--- src/rtl/audio_ctrl_mc_if.sv ---
// Write-only AXI-lite style bus (AW/W/B) used to program the audio controller.
interface audio_ctrl_mc_if #(
  parameter int ADDR_W = 4,
  parameter int DATA_W = 7
);
  logic [ADDR_W-1:0] AWADDR;
  logic              AWVALID;
  logic              AWREADY;
  logic [DATA_W-1:0] WDATA;
  logic              WVALID;
  logic              WREADY;
  logic              BREADY;
  logic              BVALID;
  logic [1:0]        BRESP;

  modport master (
    output AWADDR, AWVALID, WDATA, WVALID, BREADY,
    input  AWREADY, WREADY, BVALID, BRESP
  );

  modport slave (
    input  AWADDR, AWVALID, WDATA, WVALID, BREADY,
    output AWREADY, WREADY, BVALID, BRESP
  );
endinterface

--- src/rtl/audio_ctrl_mc.sv ---
// Multi-channel tone generator: per-channel phase accumulators produce square or
// triangle waves that are volume-scaled, mixed and emitted as a single PWM bit.
module audio_ctrl_mc #(
  parameter int NCH        = 2,
  parameter int ADDR_W     = 4,
  parameter int DATA_W     = 7,
  parameter int ACC_W      = 16,
  parameter int SAMPLE_DIV = 64
) (
  input  logic            ACLK,
  input  logic            ARESET,
  audio_ctrl_mc_if.slave  bus,
  output logic            res_signal
);
  localparam int CH_W  = ADDR_W - 2;
  localparam int SH    = $clog2(NCH);
  localparam int CNT_W = $clog2(SAMPLE_DIV);
  localparam int SUM_W = 8 + SH + 1;
  localparam logic [31:0] NCH_U = NCH;

  typedef enum logic [1:0] {IDLE, WAIT_W, WAIT_A, RESP} state_t;

  state_t                     state_reg, state_next;
  logic [ADDR_W-1:0]          addr_reg;
  logic [DATA_W-1:0]          data_reg;
  logic [1:0]                 bresp_reg;
  logic                       wr_en;
  logic [ADDR_W-1:0]          wr_addr;
  logic [DATA_W-1:0]          wr_data;
  logic [CH_W-1:0]            wr_ch;
  logic                       wr_legal;

  logic [NCH-1:0][DATA_W-1:0] phase_inc_reg;
  logic [NCH-1:0][DATA_W-1:0] volume_reg;
  logic [NCH-1:0][1:0]        mode_reg;
  logic [NCH-1:0][ACC_W-1:0]  acc_reg;
  logic [NCH-1:0][7:0]        scaled;
  logic [SUM_W-1:0]           sum;

  logic [CNT_W-1:0]           sample_cnt_reg;
  logic                       tick, tick_d_reg;
  logic [7:0]                 mix_reg, duty_reg, pwm_cnt_reg, pwm_cnt_next;
  logic                       res_reg;

  // Write FSM: the second of the two handshakes performs the register write.
  always_comb begin
    state_next = state_reg;
    wr_en      = 1'b0;
    wr_addr    = bus.AWADDR;
    wr_data    = bus.WDATA;
    case (state_reg)
      IDLE: begin
        if (bus.AWVALID && bus.WVALID) begin
          wr_en      = 1'b1;
          state_next = RESP;
        end else if (bus.AWVALID) begin
          state_next = WAIT_W;
        end else if (bus.WVALID) begin
          state_next = WAIT_A;
        end
      end
      WAIT_W: begin
        wr_addr = addr_reg;
        if (bus.WVALID) begin
          wr_en      = 1'b1;
          state_next = RESP;
        end
      end
      WAIT_A: begin
        wr_data = data_reg;
        if (bus.AWVALID) begin
          wr_en      = 1'b1;
          state_next = RESP;
        end
      end
      RESP: begin
        if (bus.BREADY) state_next = IDLE;
      end
      default: state_next = IDLE;
    endcase
  end

  assign wr_ch    = wr_addr[ADDR_W-1:2];
  assign wr_legal = (wr_addr[1:0] != 2'b11) && (32'(wr_ch) < NCH_U);

  always_ff @(posedge ACLK) begin
    if (ARESET) begin
      state_reg <= IDLE;
      addr_reg  <= '0;
      data_reg  <= '0;
      bresp_reg <= 2'b00;
    end else begin
      state_reg <= state_next;
      if (state_reg == IDLE && bus.AWVALID && !bus.WVALID) addr_reg <= bus.AWADDR;
      if (state_reg == IDLE && bus.WVALID && !bus.AWVALID) data_reg <= bus.WDATA;
      if (wr_en) bresp_reg <= wr_legal ? 2'b00 : 2'b10;
    end
  end

  // Handshake outputs are forced low for as long as reset is held.
  assign bus.AWREADY = !ARESET && (state_reg == IDLE || state_reg == WAIT_A);
  assign bus.WREADY  = !ARESET && (state_reg == IDLE || state_reg == WAIT_W);
  assign bus.BVALID  = !ARESET && (state_reg == RESP);
  assign bus.BRESP   = bus.BVALID ? bresp_reg : 2'b00;

  assign tick = (sample_cnt_reg == CNT_W'(SAMPLE_DIV - 1));

  // Config registers and accumulators; an accumulator sees the register value
  // from before a write landing on the same tick.
  always_ff @(posedge ACLK) begin
    if (ARESET) begin
      phase_inc_reg <= '0;
      volume_reg    <= '0;
      mode_reg      <= '0;
      acc_reg       <= '0;
    end else begin
      for (int c = 0; c < NCH; c++) begin
        if (wr_en && wr_legal && wr_ch == CH_W'(c)) begin
          case (wr_addr[1:0])
            2'd0:    phase_inc_reg[c] <= wr_data;
            2'd1:    volume_reg[c]    <= wr_data;
            2'd2:    mode_reg[c]      <= wr_data[1:0];
            default: ;
          endcase
        end
        if (tick) acc_reg[c] <= mode_reg[c][0] ? acc_reg[c] + ACC_W'(phase_inc_reg[c]) : '0;
      end
    end
  end

  for (genvar gi = 0; gi < NCH; gi++) begin : g_wave
    logic                   msb;
    logic [7:0]             tri_v;
    logic [7:0]             wave;
    logic [8+DATA_W-1:0]    prod;
    assign msb        = acc_reg[gi][ACC_W-1];
    assign tri_v      = msb ? ~acc_reg[gi][ACC_W-2 -: 8] : acc_reg[gi][ACC_W-2 -: 8];
    assign wave       = mode_reg[gi][1] ? tri_v : (msb ? 8'hFF : 8'h00);
    assign prod       = {{DATA_W{1'b0}}, wave} * {8'h00, volume_reg[gi]};
    assign scaled[gi] = mode_reg[gi][0] ? 8'(prod >> DATA_W) : 8'h00;
  end

  always_comb begin
    sum = '0;
    for (int c = 0; c < NCH; c++) sum = sum + SUM_W'(scaled[c]);
  end

  assign pwm_cnt_next = pwm_cnt_reg + 8'd1;

  // Mix is sampled one cycle after the tick so it reflects the new accumulators.
  always_ff @(posedge ACLK) begin
    if (ARESET) begin
      sample_cnt_reg <= '0;
      tick_d_reg     <= 1'b0;
      mix_reg        <= 8'h00;
      pwm_cnt_reg    <= 8'h00;
      duty_reg       <= 8'h00;
      res_reg        <= 1'b0;
    end else begin
      sample_cnt_reg <= tick ? '0 : sample_cnt_reg + 1'b1;
      tick_d_reg     <= tick;
      if (tick_d_reg) mix_reg <= 8'(sum >> SH);
      pwm_cnt_reg <= pwm_cnt_next;
      if (pwm_cnt_reg == 8'hFF) duty_reg <= mix_reg;
      res_reg <= (pwm_cnt_next < duty_reg);
    end
  end

  assign res_signal = res_reg && !ARESET;
endmodule

--- src/flat_wrapper.sv ---
// flat-port wrapper written by rule: the top's interface ports become plain ports
module audio_ctrl_mc_flat 
#(
  parameter int NCH        = 2,
  parameter int ADDR_W     = 4,
  parameter int DATA_W     = 7,
  parameter int ACC_W      = 16,
  parameter int SAMPLE_DIV = 64
)
  (ACLK, ARESET, res_signal, bus_AWADDR, bus_AWVALID, bus_WDATA, bus_WVALID, bus_BREADY, bus_AWREADY, bus_WREADY, bus_BVALID, bus_BRESP);
  audio_ctrl_mc_if #(.ADDR_W(ADDR_W), .DATA_W(DATA_W)) bus_i ();
  input  logic ACLK;
  input  logic ARESET;
  output logic res_signal;
  input wire logic [$bits(bus_i.AWADDR)-1:0] bus_AWADDR;
  input wire logic [$bits(bus_i.AWVALID)-1:0] bus_AWVALID;
  input wire logic [$bits(bus_i.WDATA)-1:0] bus_WDATA;
  input wire logic [$bits(bus_i.WVALID)-1:0] bus_WVALID;
  input wire logic [$bits(bus_i.BREADY)-1:0] bus_BREADY;
  output wire logic [$bits(bus_i.AWREADY)-1:0] bus_AWREADY;
  output wire logic [$bits(bus_i.WREADY)-1:0] bus_WREADY;
  output wire logic [$bits(bus_i.BVALID)-1:0] bus_BVALID;
  output wire logic [$bits(bus_i.BRESP)-1:0] bus_BRESP;
  assign bus_i.AWADDR = bus_AWADDR;
  assign bus_i.AWVALID = bus_AWVALID;
  assign bus_i.WDATA = bus_WDATA;
  assign bus_i.WVALID = bus_WVALID;
  assign bus_i.BREADY = bus_BREADY;
  assign bus_AWREADY = bus_i.AWREADY;
  assign bus_WREADY = bus_i.WREADY;
  assign bus_BVALID = bus_i.BVALID;
  assign bus_BRESP = bus_i.BRESP;
  audio_ctrl_mc #(.NCH(NCH), .ADDR_W(ADDR_W), .DATA_W(DATA_W), .ACC_W(ACC_W), .SAMPLE_DIV(SAMPLE_DIV)) u_core (.ACLK(ACLK), .ARESET(ARESET), .bus(bus_i), .res_signal(res_signal));
endmodule
--- config.mk ---
export PLATFORM = sky130hd
export DESIGN_NAME = audio_ctrl_mc_flat
export DESIGN_NICKNAME = d
export VERILOG_FILES = /design/src/rtl/audio_ctrl_mc_if.sv /design/src/rtl/audio_ctrl_mc.sv /design/src/flat_wrapper.sv
export SDC_FILE = /design/constraint.sdc
export NUM_CORES = 1
export LEC_CHECK = 0
export ABC_AREA = 1
export CORE_ASPECT_RATIO = 1.5
export CORE_MARGIN = 2
export CORE_UTILIZATION = 30
export CTS_CLUSTER_DIAMETER = 40
export CTS_CLUSTER_SIZE = 12
export DETAILED_ROUTE_END_ITERATION = 10
export PLACE_DENSITY = 0.46
export SLEW_MARGIN = 20
export SYNTH_ARGS = -nofsm -noshare
export SYNTH_HDL_FRONTEND = slang
export SYNTH_SLANG_ARGS = --single-unit
--- constraint.sdc ---
create_clock -name ACLK -period 8.4 [get_ports ACLK]
set_input_delay 0.84 -clock ACLK [delete_from_list [all_inputs] [get_ports ACLK]]
set_output_delay 0.84 -clock ACLK [all_outputs]
set_load 0.005 [all_outputs]
### Yosys cells after proc, flatten, opt, wreduce, memory -nomap -nowiden

Index checks and enable logic that the tools add are counted.

* flip-flop bits (word level): 111
* input bits: 16

* $add $sub $neg: 5
* multiply operators: 2
* $lt $le $gt $ge: 2
* equal/unequal tests: 13
* muxes and demuxes: 25
* bitwise gates (word level): 2
* reduce and logical (&&, ||, !) cells: 29

Operators by type and width (count)
* two-way mux 8 bit: 8
* adder 16 x 7 -> 16 bit: 2
* two-way mux 16 bit: 2
* multiplier 8 x 7 -> 15 bit: 2
* two-way mux 2 bit: 8
* inverter 8 bit: 2
* logical AND 1 bit: 13
* AND reduction 2 bit: 6
* adder 8 x 8 -> 9 bit: 1
* adder 8 x 1 -> 8 bit (second input constant): 1
* equality test 8 bit (second input constant): 1
* less-than comparator 8 bit: 1
* != test 2 bit (second input constant): 4
* one-hot mux 2 bit (4 select lines): 1
* two-way mux 7 bit: 1
* adder 6 x 1 -> 6 bit (second input constant): 1
* equality test 2 x 1 -> 1 bit (second input constant): 3
* equality test 2 bit (second input constant): 3
* equality test 6 bit (second input constant): 1
* logical NOT 2 bit: 3
* two-way mux 4 bit: 1
* != test 4 x 3 -> 1 bit (second input constant): 1
* AND reduction 4 bit: 1
* logical NOT 1 bit: 3
* other kinds (5): 8

### Depth between registers and ports, before layout

* depth in word-level cells: 7
* gate-level depth with buffers: 38

### Worst setup path after synthesis

No wires, ideal clock.

* path kind: reg2reg
* start: register u_core.acc_reg[15] in the netlist's numbering
* end: register u_core.mix_reg[5]
* arrival time: 5.764 ns
* path slack: 2.519 ns
* cell stages (with the launch flop): 36
* clock period less this slack: 5.881 ns
* cells stage by stage: dfxtp_1 inv_1 nand2_1 nand2_1 o21ai_1 nor2_1 fa_1 inv_1 fa_1 inv_1 fa_1 inv_1 fa_1 inv_1 ha_1 a21o_1 a31oi_1 nand2_1 nand2_1 nand2_1 nand2_1 nand2_1 nand2_1 nand2_1 o21ai_0 a21oi_1 ha_1 nand2_1 o21ai_0 a21oi_1 nor2_1 nor2_1 nor2_1 o21ai_0 o211ai_1 inv_1

* cells in the longest elaborated chain, start to end: 5
* elaborated cells between the ends (all ways): 6
* classes of those cells: add/sub: 1; mul: 1; mux: 4

RTL lines
* start: declaration: line audio_ctrl_mc.sv:36 `logic [NCH-1:0][ACC_W-1:0] acc_reg;`
* start signal: indexed assignment: line audio_ctrl_mc.sv:126 `if (tick) acc_reg[c] <= mode_reg[c][0] ? acc_reg[c] + ACC_W'(phase_inc_reg[c]) : '0;`
* two-way mux 8 bit, on equally long branches: line audio_ctrl_mc.sv:138, audio_ctrl_mc.sv:137
* two-way mux 8 bit *: line audio_ctrl_mc.sv:138 `assign wave = mode_reg[gi][1] ? tri_v : (msb ? 8'hFF : 8'h00);`
* multiplier 8 x 7 -> 15 bit *: line audio_ctrl_mc.sv:139 `assign prod = {{DATA_W{1'b0}}, wave} * {8'h00, volume_reg[gi]};`
* two-way mux 8 bit *: line audio_ctrl_mc.sv:140 `assign scaled[gi] = mode_reg[gi][0] ? 8'(prod >> DATA_W) : 8'h00;`
* adder 8 x 8 -> 9 bit *: line audio_ctrl_mc.sv:145 `for (int c = 0; c < NCH; c++) sum = sum + SUM_W'(scaled[c]);`
* end signal: assignment: line audio_ctrl_mc.sv:162 `if (tick_d_reg) mix_reg <= 8'(sum >> SH);`
* end: declaration: line audio_ctrl_mc.sv:42 `logic [7:0] mix_reg, duty_reg, pwm_cnt_reg, pwm_cnt_next;`

Every way passes the cells marked *; elsewhere a longest branch is shown, timed or not.
A chain may end at the register's enable or synchronous reset.

### Final worst setup path

Same ends and word-level chain as after synthesis.

==> summary.md <==
Cells and area
* 1637 — non-filler instance count after layout
* 0.0250 — fraction of final layout cells sized beyond drive strength 1
* 2200 um2 — FF+latch area
* 1409 — number of nets at the end of the flow
* 0 — number of antenna diodes
* 5810 um2 — total area of multi-input combinational cells
* 9.77% — layout overhead on the synthesized area
* 9800 um2 — post-route cell area
* 3192 — filler cell count in the final layout
* 32 — flip-flop count of the largest register, all copies and words added

STA
* 0 — count of pins over their slew limit
* 0 — count of final hold-check violations
* 6.55 ns — min cycle time layout
* no — setup repair after global routing missed its margin
* 0 — count of final setup violators
* 0.780 — part of the cycle the worst path needs
* 153 MHz — Highest Clock Rate
* 0.0131 ns — Clock Skew
* 0.918 ns — slew of the pin with the lowest slew margin
* 0 ns — Setup Total Neg Slack
* 0.387 — Relative slew margins

Worst setup path
* 35 — logic depth of the worst register-to-register path
* fa_1 — library cell contributing the largest single delay on the critical path
* reg2reg — category of the most critical setup path
* flip-flop — critical path startpoint category
* flip-flop — kind of capture point of the worst setup path
* nand2_1 — cell seen most often among critical-path stages
* 1.85 ns — Register-to-Register Setup Slack
* u_core.acc_reg[15]$_SDFFE_PP0P_ — startpoint of the most critical register-to-register path
* 0.55 ns — critical path's largest stage delay
* u_core.mix_reg[5]$_SDFFE_PP0P_ — capturing point of the worst reg2reg path
* 7 — maximum fanout encountered on the critical timing path
* 8.66 ns — Worst EP required
* 6.81 ns — signal arrival time at the worst endpoint

Place
* 20 — count of buffers from port buffering
* 1621 — cell count after placement
* 0.837 — final RePlAce weighted congestion
* 18500 um — sum of net half-perimeters after detailed placement
* 9500 um2 — dpl cell area

Detailed routing
* 7639 — total number of vias
* 0 — number of nets with antenna violations after detailed routing
* 14.1 um — detailed-route wire length per cell
* 4.67 — vias per std cell
* 23000 um — Routed WL
* 4 — total iterations of the first detailed-routing run
* 0 — DRC
* 353 — DRC marker count from the first detailed-route iteration

Floorplanning
* 31200 um2 — area of the die
* 77 — row count
* 145 um — die boundary width
* 22 — I/O pin total
* 29400 um2 — core region area
* 0.304 — Starting Density
* 215 um — die extent in y

Global route
* 0 — total congestion overflow after global routing
* 0.157 — global router's overall resource usage
* 38900 um — wire length of the first global-routing pass
* 0 — antenna violations before repair
* 63 — maximum number of pins on one net before global-route repair
* 7789 — number of global-route vias before repair

Clock tree
* 0.37 ns — insertion delay of the later-clocked pin in the worst-skew pair
* 9 — number of clock buffers inserted by TritonCTS
* 0 — number of setup buffers added after CTS
* 110 — number of clock sinks
* 0.08 ns — clock transition at the register clock pins on the worst setup and hold paths after CTS
* 0 — Post-CTS Hold Buffers
* 0 — Resized Gates After CTS
* clkbuf_16 — clock root buffer
* 2 — clk buf depth
* 3 — number of H-tree levels
* yes — TritonCTS clock tree

Pwr
* 0.339 — net switching share of the total power
* 0.344 — part of the power in the clock network
* 130 nW/um2 — Power Density
* 0.203 — share of power burned in combinational logic
* 432 uW — NetSw
* 4.52 nW — leakage power total
* 96.5 uV — maximum vdd ir drop
* 1.27 mW — final total power
* 0.453 — sequential share of power
* 842 uW — internal power

Logic synthesis
* 0 — number of warnings reported in the yosys synthesis log
* 1229 — number of standard cells after synthesis
* 46 — synth unique cells
* 1401 — post-synth net total
* 110 — synthesis-stage register bit count
* nor2_1 — cell with the most instances after synthesis
* 0.247 — sequential share of the synthesized area
* 7.26 um2 — synthesized area per cell
* dfxtp_1 (25%), ha_1 (14%), fa_1 (13%) — biggest area contributors in the synthesized netlist
* dfxtp_1 — predominant post-synthesis flop cell
* dfxtp_1 — cell type contributing the most total cell area after synthesis
* 0 — fraction of registers with async set/reset
* 0 — number of flops mapped to enable cells by yosys
* nor2_1 (206), inv_1 (203), nand2_1 (168), dfxtp_1 (110), a21oi_1 (103) — top cell types by occurrence after synthesis
* 8920 um2 — synthesized cell area
* 0.247 — proportion of netlist area held by the largest area contributor

Min path
* 2 — cell count of the worst hold path
* u_core.phase_inc_reg[12]$_SDFFE_PP0P_ — hold path endpoint
* u_core.phase_inc_reg[12]$_SDFFE_PP0P_ — worst min-delay path startpoint
* reg2reg — path type of the worst min-delay path

Job
* 0 — number of max-cap violations

Status
* finished clean — run status

cell usage in the layout, fill, tap and decap left out, types with 2 or more instances in the layout:
cell | netlist | routed
a211oi_1 | 2 | 2
a21o_1 | 6 | 6
a21oi_1 | 103 | 103
a21oi_2 | 2 | 2
a31oi_1 | 2 | 2
and2_1 | 2 | 2
and3_1 | 2 | 2
buf_4 | 1 | 2
clkbuf_16 | 0 | 9
clkdlybuf4s50_1 | 0 | 20
clkinv_1 | 4 | 4
dfxtp_1 | 110 | 110
fa_1 | 59 | 59
ha_1 | 97 | 97
inv_1 | 203 | 202
inv_2 | 1 | 2
inv_8 | 0 | 2
nand2_1 | 168 | 168
nand3_1 | 62 | 62
nand3_2 | 4 | 4
nand4_1 | 10 | 10
nor2_1 | 206 | 206
nor3_1 | 16 | 16
nor3b_1 | 4 | 4
o211ai_1 | 3 | 3
o21a_1 | 4 | 4
o21ai_0 | 80 | 80
o21ai_1 | 16 | 16
o21ai_2 | 3 | 3
o21bai_1 | 5 | 5
o22ai_1 | 2 | 2
xnor2_1 | 5 | 5
xor2_1 | 11 | 11
per-layer routing:
metal,track usage,vias up,wire length (um)
met2,0.286,69,12100
met1,0.188,3578,9960
met3,0.0156,32,314
met5,0,-,0
li1,-,3960,-
met4,0.0579,0,682
final cells by class:
class	count	area share
Timing Repair Buffer	22	0.0220
Multi-Input combinational cell	886	0.593
Clock buffer	10	0.0234
Clock inverter	6	0.00651
Inverter	208	0.0797
Tap cell	395	0.0505
Sequential cell	110	0.225
power by group through the flow:
stage	registers [mW]	clock network, mW	logic [mW]
CTS	0.577	0.454	0.265
global route	0.582	0.471	0.296
detailed placement	0.590	0	0.264
global placement	0.588	0	0.263
finish	0.577	0.439	0.259
floorplan	0.579	0	0.182
worst max path at each step:
stage / start / endpoint / slack (ns) / depth (start not counted)
2_1_floorplan: u_core.acc_reg[15]$_SDFFE_PP0P_ / u_core.mix_reg[5]$_SDFFE_PP0P_ / 2.52 / 35
3_5_place_dp: u_core.acc_reg[15]$_SDFFE_PP0P_ / u_core.mix_reg[5]$_SDFFE_PP0P_ / 1.87 / 35
6_report: u_core.acc_reg[15]$_SDFFE_PP0P_ / u_core.mix_reg[5]$_SDFFE_PP0P_ / 1.85 / 35
5_1_grt: u_core.acc_reg[15]$_SDFFE_PP0P_ / u_core.mix_reg[5]$_SDFFE_PP0P_ / 1.23 / 35
3_3_place_gp: u_core.acc_reg[15]$_SDFFE_PP0P_ / u_core.mix_reg[5]$_SDFFE_PP0P_ / 2.01 / 35
4_1_cts: u_core.acc_reg[15]$_SDFFE_PP0P_ / u_core.mix_reg[5]$_SDFFE_PP0P_ / 1.84 / 35
per-stage QoR:
| step | hold slack (ns) | worst slack, ns | utilization |
|---|---|---|---|
| 2_1_floorplan | 0.418 | 2.52 | - |
| 3_3_place_gp | 0.437 | 2.01 | 0.323 |
| 3_5_place_dp | 0.443 | 1.87 | 0.323 |
| 4_1_cts | 0.455 | 1.84 | 0.333 |
| 5_1_grt | 0.477 | 1.23 | 0.333 |
| 6_report | 0.455 | 1.85 | 0.333 |
logic make-up after synthesis:
| logic type | after synthesis | share of synthesized area |
|---|---|---|
| AOI/OAI and AO/OA | 235 | 0.145 |
| xor gates and xnor gates | 16 | 0.0157 |
| adders and majority gates | 156 | 0.268 |
| buffers and inverters | 233 | 0.102 |
| DFF | 110 | 0.247 |
| other | 1 | 0.000420 |
| and+or+nand+nor | 478 | 0.222 |
critical path: cells and delay by family, from the launching register on:
| family | cells | cell delay [ns] |
|---|---|---|
| compound gates | 9 | 1.61 |
| fa+ha+maj | 6 | 2.73 |
| simple gates | 14 | 1.30 |
| flops | 1 | 0.43 |
| buf+inv | 6 | 0.40 |
(Power assumes the default switching activity.)
==> RTL change: new RTL, config.mk and constraints unchanged <==
Re-encode `state_t` (4 states) as Gray code, 2 bits wide.
--- a/src/rtl/audio_ctrl_mc.sv
+++ b/src/rtl/audio_ctrl_mc.sv
@@ -20,3 +20,3 @@
 
-  typedef enum logic [1:0] {IDLE, WAIT_W, WAIT_A, RESP} state_t;
+  typedef enum logic [1:0] {IDLE = 2'b00, WAIT_W = 2'b01, WAIT_A = 2'b11, RESP = 2'b10} state_t;
 
Check against the original RTL: no difference found for any inputs over 10 cycles, from zero or initial values and one cycle with ARESET high; not proved beyond that.
==> RTL change against the unedited design <==
Design area up 1.2%. Sequential power down 0.7%. Synthesized area up 0.97%. Sequential share of layout area down 0.26 points. Largest cell class unchanged. Routed wire length up 3.6%. Critical path type unchanged. Sequential cell count unchanged. Non-clock buffer count up 3. Count of clock-buffer cells in the layout unchanged. Combinational power down 8.9%. Total power down 1.6%. Setup slack worse by 0.040 ns. Critical endpoint unchanged. Final cell count up 0.67%. Worst hold slack worse by 0.0082 ns.
==> RTL change: results (changes against the unedited design) <==
INFO  metric result_of_the_run = finished, final reports clean
INFO  metric detail_route.first_pass.iterations = 5 (+1)
INFO  metric global_route_met2_usage = 28.7% (+0.12 points)
INFO  metric power_frac_comb = 18.8% (-1.5 points)
INFO  metric grt_pass1_vias = 7,780 (-0.12%)
INFO  metric timing.hold.ws = 0.447 ns (-0.00815 ns)
INFO  metric pin_count_of_the_biggest_net_entering_global_routing = 75 (+19%)
INFO  metric worstHoldStart = u_core.sample_cnt_reg[0]
INFO  metric filler_cell_count = 3,257 (+2.0%)
INFO  metric nets = 1,421 (+0.85%)
INFO  metric power_frac_clock = 35.5% (+1.1 points)
INFO  metric hpwl = 18.8 mm (+1.8%)
INFO  metric signal_buffers = 25 (+14%)
INFO  metric maximum_resistive_drop_on_vdd = 0.121 mV (+25%)
INFO  metric clkCellAreaFrac = 3.04% (+0.053 points)
INFO  metric clock_insertion_delay_worst_skew = 0.39 ns (+0.02 ns)
INFO  metric placement.cell_area = 9610 sq um (+1.1%)
INFO  metric post_synth_most_frequent_cells = nor2_1, inv_1, nand2_1
INFO  metric p_leak = 4.47 nW (-1.1%)
INFO  metric layout.buffer.nonclock.area_share = 2.40% (+0.20 points)
INFO  metric multi_input_combinational_cell_count = 913 (+3.0%)
INFO  metric globalRouteTotalUtil = 16.0% (+0.25 points)
INFO  metric grt_util_met3 = 1.83% (+0.27 points)
INFO  metric grt_pass1_wl = 40.1 mm (+3.3%)
INFO  metric post_route_cells_drive_above_1_share = 3.03% (+0.54 points)
INFO  metric power.combinational.total = 0.236 mW (-8.9%)
INFO  metric met3_length = 491 um (+56%)
-- RTL change: changes by cell type after synthesis, moves of 3 or more --
cell      unedited run  this run
inv_1              203       181
nor2_1             206       220
xor2_1              11        18
a21oi_1            103       108
o21ai_0             80        85
nand2_1            168       164
buf_4                1         4
buf_6                4         1
clkbuf_1            16        19
nor3_1              16        13
o21ai_2              3         0
-- RTL change: worst paths after layout --
path	end	depth (start not counted)
setup reg to reg	u_core.mix_reg[5]	33
hold reg to reg	u_core.sample_cnt_reg[0]	1
hold / removal	u_core.sample_cnt_reg[0]	1
setup / recovery	u_core.mix_reg[5]	33
-- RTL change: cells by family after synthesis --
logic type	count (synthesis)	share of synthesized area, %
AOI/OAI and AO/OA	239	14.2
xor gates and xnor gates	23	2.32
adders and majority gates	157	26.7
buffers and inverters	217	9.33
DFF	110	24.4
other	1	0.0416
and+or+nand+nor	493	22.9
